===== config.mk =====
export PLATFORM = sky130hd
export DESIGN_NAME = overlap_ctrl
export DESIGN_NICKNAME = d
export VERILOG_FILES = /design/src/rtl/overlap_ctrl.sv
export SDC_FILE = /design/constraint.sdc
export NUM_CORES = 1
export LEC_CHECK = 0
export ABC_AREA = 1
export CORE_ASPECT_RATIO = 0.7
export CORE_MARGIN = 4
export CORE_UTILIZATION = 48
export CTS_CLUSTER_DIAMETER = 60
export DETAILED_ROUTE_END_ITERATION = 6
export PLACE_DENSITY_LB_ADDON = 0.12
export SLEW_MARGIN = 20
export SYNTH_ARGS = -nofsm -noshare
export SYNTH_HDL_FRONTEND = slang
export SYNTH_SLANG_ARGS = --single-unit
export TNS_END_PERCENT = 30

===== constraint.sdc =====
create_clock -name clk -period 2.8 [get_ports clk]
set_clock_uncertainty 0.05 [all_clocks]
set_input_delay 0.56 -clock clk [delete_from_list [all_inputs] [get_ports clk]]
set_output_delay 0.56 -clock clk [all_outputs]
set_load 0.005 [all_outputs]

===== src/rtl/overlap_ctrl.sv =====
// Overlap-add sequencer for the hybrid synthesis stage.
// Adds IMDCT first halves to stored halves and saves the new second halves.
module overlap_ctrl #(
    parameter int DW   = 16,
    parameter int NSB  = 32,
    parameter int HALF = 18,
    parameter int NCH  = 2,
    parameter int AW   = 11,
    parameter int CW   = 1
) (
    input  logic          clk,
    input  logic          rst_n,
    input  logic          start,
    input  logic [CW-1:0] ch,
    output logic          busy,
    output logic          done,
    input  logic          in_valid,
    output logic          in_ready,
    input  logic [DW-1:0] in_data,
    output logic [AW-1:0] mem_addr,
    output logic          mem_rd_en,
    input  logic [DW-1:0] mem_rdata,
    output logic          mem_wr_en,
    output logic [DW-1:0] mem_wdata,
    output logic          out_valid,
    input  logic          out_ready,
    output logic [DW-1:0] out_data,
    output logic [4:0]    out_sb,
    output logic [4:0]    out_idx
);
    localparam int CH_SZ  = NSB * HALF;
    localparam int MEM_SZ = NCH * CH_SZ;

    typedef enum logic [2:0] {
        S_CLEAR, S_IDLE, S_ADD, S_STORE, S_DRAIN
    } state_t;

    state_t        state_q, state_d;
    logic          live_q, live_d;
    logic [AW-1:0] clr_q, clr_d;
    logic [CW-1:0] chl_q, chl_d;
    logic [4:0]    sb_q, sb_d;
    logic [4:0]    k_q, k_d;
    logic [4:0]    psb_q, psb_d;
    logic [4:0]    pk_q, pk_d;
    logic          pend_q, pend_d;
    logic [DW-1:0] reg_q, reg_d;
    logic          ov_q, ov_d;
    logic [DW-1:0] od_q, od_d;
    logic [4:0]    osb_q, osb_d;
    logic [4:0]    oidx_q, oidx_d;
    logic          done_q, done_d;

    logic          free;
    logic          accept;
    logic [AW-1:0] addr;
    logic [DW:0]   sum;
    logic [DW-1:0] sat;

    assign busy      = live_q && (state_q != S_IDLE);
    assign done      = done_q;
    assign out_valid = ov_q;
    assign out_data  = od_q;
    assign out_sb    = osb_q;
    assign out_idx   = oidx_q;

    // Sample address and saturated overlap sum of the pending sample.
    always_comb begin
        addr = AW'(chl_q) * AW'(CH_SZ)
             + AW'(sb_q) * AW'(HALF)
             + AW'(k_q);
        sum = {reg_q[DW-1], reg_q} + {mem_rdata[DW-1], mem_rdata};
        sat = sum[DW-1:0];
        if (sum[DW] != sum[DW-1])
            sat = sum[DW] ? {1'b1, {(DW-1){1'b0}}}
                          : {1'b0, {(DW-1){1'b1}}};
    end

    // Input handshake and memory strobes; idle while held in reset.
    always_comb begin
        free      = !ov_q || out_ready;
        in_ready  = 1'b0;
        if (live_q) begin
            unique case (state_q)
                S_ADD:   in_ready = !pend_q && free;
                S_STORE: in_ready = 1'b1;
                default: in_ready = 1'b0;
            endcase
        end
        accept    = in_valid && in_ready;
        mem_addr  = '0;
        mem_rd_en = 1'b0;
        mem_wr_en = 1'b0;
        mem_wdata = '0;
        if (live_q && state_q == S_CLEAR) begin
            mem_wr_en = 1'b1;
            mem_addr  = clr_q;
        end else if (accept) begin
            mem_addr  = addr;
            mem_rd_en = (state_q == S_ADD);
            mem_wr_en = (state_q == S_STORE);
            if (state_q == S_STORE)
                mem_wdata = in_data;
        end
    end

    // Sequencer next state, counters and output register.
    always_comb begin
        state_d = state_q;
        live_d  = 1'b1;
        clr_d   = clr_q;
        chl_d   = chl_q;
        sb_d    = sb_q;
        k_d     = k_q;
        psb_d   = psb_q;
        pk_d    = pk_q;
        pend_d  = 1'b0;
        reg_d   = reg_q;
        ov_d    = ov_q;
        od_d    = od_q;
        osb_d   = osb_q;
        oidx_d  = oidx_q;
        done_d  = 1'b0;
        if (ov_q && out_ready)
            ov_d = 1'b0;
        if (pend_q) begin
            ov_d   = 1'b1;
            od_d   = sat;
            osb_d  = psb_q;
            oidx_d = pk_q;
        end
        if (live_q) begin
            unique case (state_q)
                S_CLEAR: begin
                    clr_d = clr_q + 1'b1;
                    if (clr_q == AW'(MEM_SZ - 1)) begin
                        clr_d   = '0;
                        state_d = S_IDLE;
                    end
                end
                S_IDLE: begin
                    if (start) begin
                        chl_d   = ch;
                        sb_d    = '0;
                        k_d     = '0;
                        state_d = S_ADD;
                    end
                end
                S_ADD: begin
                    if (accept) begin
                        pend_d = 1'b1;
                        reg_d  = in_data;
                        psb_d  = sb_q;
                        pk_d   = k_q;
                        k_d    = k_q + 5'd1;
                        if (k_q == 5'(HALF - 1)) begin
                            k_d     = '0;
                            state_d = S_STORE;
                        end
                    end
                end
                S_STORE: begin
                    if (accept) begin
                        k_d = k_q + 5'd1;
                        if (k_q == 5'(HALF - 1)) begin
                            k_d = '0;
                            if (sb_q == 5'(NSB - 1)) begin
                                state_d = S_DRAIN;
                            end else begin
                                sb_d    = sb_q + 5'd1;
                                state_d = S_ADD;
                            end
                        end
                    end
                end
                S_DRAIN: begin
                    if (!pend_q && free) begin
                        done_d  = 1'b1;
                        state_d = S_IDLE;
                    end
                end
                default: state_d = S_CLEAR;
            endcase
        end
    end

    // State registers; reset restarts the memory clear sweep.
    always_ff @(posedge clk or negedge rst_n) begin
        if (!rst_n) begin
            state_q <= S_CLEAR;
            live_q  <= 1'b0;
            clr_q   <= '0;
            chl_q   <= '0;
            sb_q    <= '0;
            k_q     <= '0;
            psb_q   <= '0;
            pk_q    <= '0;
            pend_q  <= 1'b0;
            reg_q   <= '0;
            ov_q    <= 1'b0;
            od_q    <= '0;
            osb_q   <= '0;
            oidx_q  <= '0;
            done_q  <= 1'b0;
        end else begin
            state_q <= state_d;
            live_q  <= live_d;
            clr_q   <= clr_d;
            chl_q   <= chl_d;
            sb_q    <= sb_d;
            k_q     <= k_d;
            psb_q   <= psb_d;
            pk_q    <= pk_d;
            pend_q  <= pend_d;
            reg_q   <= reg_d;
            ov_q    <= ov_d;
            od_q    <= od_d;
            osb_q   <= osb_d;
            oidx_q  <= oidx_d;
            done_q  <= done_d;
        end
    end
endmodule


# == After elaboration in Yosys (flattened, before gate mapping) ==
# Cells that the tools add are included.
# totals
register_bits,81
latch_bits,0
ram_bits,0
rom_bits,0
in_bits,38
output_inout_bits,59
elab_cells,99
memories,0
# classes
addsub,6
mul,2
div,0
magnitude_cmp,0
eq_ne,18
shift,0
n_mux,39
n_bitwise,0
reduce_logical,19
# op_table
op,n
two-way mux 16 bit,5
two-way mux 11 bit,3
two-way mux 5 bit,6
two-way mux 3 bit,8
case mux 5 bit (2 select lines),2
adder 16 x 16 -> 17 bit,1
case mux 3 bit (5 select lines),1
two-way mux 1 bit,13
adder 11 x 1 -> 11 bit (second input constant),1
adder 11 x 10 -> 11 bit,1
adder 11 x 5 -> 11 bit,1
== test 11 bit (second input constant),1
adder 5 x 1 -> 5 bit (second input constant),2
== test 5 bit (second input constant),2
inequality test 2 bit (second input constant),5
multiplier 5 x 4 -> 9 bit (second input constant),1
inequality test 2 x 1 -> 1 bit (second input constant),4
AND reduction 8 bit,1
== test 3 x 2 -> 1 bit (second input constant),2
AND reduction 3 bit,2
AND reduction 6 bit,1
nonzero test 2 bit,3
logical AND 1 bit,5
multiplier 1 x 4 -> 5 bit (second input constant),1
11 further kinds,12

# == Depth between registers and ports, before layout ==
# depth
ltp_word,9
mapped_depth,15
mapped_depth_nobuf,15

# == Worst setup path before layout ==
# Ideal clock, no wire load.
# synth_timing
path_kind,register -> output
startpoint,register sb_q[1]
endpoint,output mem_addr[10]
arrival_time_ps,2326
required_ps,2190
path_slack_ps,-136
stages_incl_launch_ff,13
path_buffers,0
path_cell_list,dfrtp_1 ha_1 ha_1 fa_1 ha_1 inv_1 nor3_1 nand2_1 nand3_1 nand2_1 nor2_1 o21ai_0 o21ai_0
# synth_between
elab_chain_cells,5
# synth_lines
item,line,text
start: declaration,42,"logic [4:0] sb_q, sb_d;"
start signal: assignment,194,sb_q <= '0;
start signal: assignment,210,sb_q <= sb_d;
multiplier 5 x 4 -> 9 bit,70,+ AW'(sb_q) * AW'(HALF)
adder 11 x 10 -> 11 bit,70,
adder 11 x 5 -> 11 bit,71,+ AW'(k_q);
two-way mux 11 bit,98,end else if (accept) begin
two-way mux 11 bit,95,if (live_q && state_q == S_CLEAR) begin
end: declaration,20,"output logic [AW-1:0] mem_addr,"
# Every way passes these cells.

# == Worst setup path in the final report ==
# layout_timing
startpoint,register sb_q[4]
endpoint,output mem_addr[10]
# The elaborated chain is that of the path after synthesis.

==> impl_results.md <==
* CP bufs+invs at 2
* CP endpoint kind: primary output
* NumNets Final at 918
* Non-Filler Instances at 983
* Largest net degree at the start of global routing at 49
* Post-route DRC at 0
* Post-Syn Area at 0.00509 mm²
* RePlAce Congestion at 0.945
* Layout cells sized above 1 at 14.8%
* Hpwl dp at 10,800 µm
* Leak Pwr at 4.05 nW
* Final-report hold violation count at 0
* Worst path arrival time at 2.69 ns
* Area grow syn2layout at 39.3%
* RSZ-0062 raised after global routing: true
* PortBufs at 96
* Slew Limit Fails at 0
* Max Buffers Root-to-Sink at 2
* PwrDens at 933 mW/mm²
* Data required, critical path at 2.19 ns
* Grt ovf at 0
* Post-synth EDFFs at 0
* Iter 0 DRT Violations at 348
* Antenna violations before repair at 0
* Avg Inst Size Synth at 7.34 µm²
* Setup Viol. Count Final at 6
* Clock slew at reported path FFs at 0.06 ns
* TritonCTS Sinks at 81
* Ys Warns at 0
* Failing checks: setup timing
* Layout Utilization at 68.4%
* Fin crit share at 118%
* Stages on worst setup path at 13
* Post-Syn Instances at 693
* Core region area at 0.0104 mm²
* Crit path max-delay cell type: fa_2
* CP Class: register to primary output
* I/O pin count at 97
* Yosys reg bits at 81
* Crit-path max cell delay at 0.48 ns
* CTS H-tree depth at 3
* Syn nets at 765
* Main synth FF type: dfrtp_1
* Least-Margin Pin Slew at 0.894 ns
* Placed cells at 957
* Crit path time final at 3.30 ns
* TritonCTS buffer count at 9
* Via count at 5,006
* Hold Buf Count CTS at 0
* Power Total at 6.61 mW
* Final Cell Area at 0.00708 mm²
* Die area at 0.0123 mm²
* Die H at 94.1 µm
* WHS at 0.174 ns
* Min-Delay Path Class: input pin to asynchronous set/reset pin
* R2R cell count at 12
* Clk_lat worst skew at 0.34 ns
* Critical path cell sequence: ha_4, ha_4, fa_2, ha_4, inv_2, nor3_2, nand2_1, nand3_2, nand2_2, nor2_2, o21ai_1, o21ai_1, buf_2
* CP most frequent cell: ha_4
* # diodes at 0
* Die Width at 131 µm
* Setup WS pre-CTS at -0.678 ns
* Run status: complete, but fails checks
* Top Family by Delay on Critical Path: adder cells
* Placement-stage cell area at 0.00657 mm²
* Slew margin rel. at 40.0%
* Post-Route WL at 14,700 µm
* Yosys top cell by area: dfrtp_1
* Fin worst setup slack at -0.499 ns
* Top cells by area, synth: dfrtp_1, nand2_1, ha_1, inv_1, nand3_1
* Wire per inst at 15.0 µm
* Max_cap viols at 0
* Placement Rows at 31
* Number of global-route vias before repair at 4,578
* Total GRT Usage at 23.6%
* Initial Util at 49.1%
* Max FO, Critical Path at 4
* Vias per cell at 5.09
* Setup TNS at -2.28 ns
* Fmax at 303 MHz
* Clock Root Buffer: clkbuf_16
* Setup crit start kind: register
* TritonRoute pass-1 iters at 5
* VDD IR-drop max at 0.000364 V
* Sequential share of the synthesized area at 39.9%
* CTS tree: done
* Ys async rst share at 100%
* Netlist cell types at 39
* Post-DRT Antenna Nets at 0
* Area share of the largest cell type after synthesis at 39.9%
* First-pass GRT wire length at 22,700 µm
==> state kept, by name, indices dropped and copies added (netlist names), 5 cells and up <==
| name | count |
|---|---|
| psb_q | 5 |
| out_idx | 5 |
| out_data | 16 |
| pk_q | 5 |
| clr_q | 11 |
| reg_q | 16 |
| out_sb | 5 |
| k_q | 5 |
| sb_q | 5 |
==> Yosys cell counts (2+ instances only) <==
cell type and n:
dfrtp_1 81, clkbuf_1 4, nand3b_1 4, inv_2 4, ha_1 31, fa_1 3
buf_2 10, and2_1 2, nand3_1 50, nor3_1 8, o21ai_1 10, xor2_1 19
nor4_1 2, inv_1 86, nor2_1 56, a21oi_1 32, o21bai_1 3, nand2_1 232
nand2_2 2, o22ai_1 6, a21oi_2 2, nor3b_1 5, o21ai_0 19, nand4_1 4
nand2_4 3, o31ai_1 2
==> power by group <==
group	internal (mW)	total (mW)	switching, mW
sequential	1.58	1.86	0.278
clock	0.726	1.23	0.506
combinational	1.59	3.51	1.92
total	3.90	6.61	2.70
==> cell families (layout without fill, tap and decap cells) <==
logic type / after synthesis / in the layout / synth area share, %
AND/OR/NAND/NOR: 373 / 373 / 31.2
AO/OA/AOI/OAI: 76 / 76 / 8.12
flip-flops: 81 / 81 / 39.9
other: 1 / 1 / 0.0737
XOR/XNOR: 20 / 20 / 3.44
adder cells (fa/ha/maj): 34 / 34 / 8.81
buffers and inverters: 107 / 265 / 8.29
multiplexers: 1 / 1 / 0.221
==> metal layers <==
metal / track usage (%) / wire, µm / up-vias
met1: 36.6 / 7160 / 2292
met4: 6.34 / 205 / 0
met2: 32.7 / 6310 / 187
met3: 5.11 / 1030 / 22
met5: 0 / 0 / -
li1: - / - / 2505
==> final cells by class <==
type	instances	area [µm²]
clock inverter	6	73.8
fill	880	3270
multi-input combinational	505	2750
tap	132	165
sequential	81	2030
timing repair buffer	158	1490
inverter	91	344
clock buffer	10	239
==> worst paths after layout <==
path | end | from | slack [ns]
worst max-delay path | mem_addr[10] | sb_q[4] | -0.50
worst min-delay path | out_idx[0] | rst_n | 0.17
worst max register to register | clr_q[9] | state_q[0] | 0.50
worst min register to register | out_idx[3] | out_idx[3] | 0.42
max in group asynchronous | out_data[0] | rst_n | 1.83
min in group clk | out_idx[3] | out_idx[3] | 0.42
==> placed cells by master, fill, tap and decap left out, drive strengths merged, types with 20 or more instances in the layout <==
master / netlist / routed
inv: 90 / 92
nor2: 58 / 58
buf: 12 / 70
clkdlybuf4s50: 0 / 66
a21oi: 34 / 34
nand3: 52 / 52
o21ai: 29 / 29
ha: 31 / 31
dlymetal6s2s: 0 / 20
dfrtp: 81 / 81
nand2: 237 / 237
==> repair_timing <==
action                                 4_1_cts  5_1_grt
setup endpoints to repair                   29       43
buffers inserted                             2        7
pin swaps                                   12       10
cloned                                       0        1
gates resized for setup                     46       35
endpoints found under the hold margin        0        0
No activity file was read; power rests on OpenSTA's default activity.
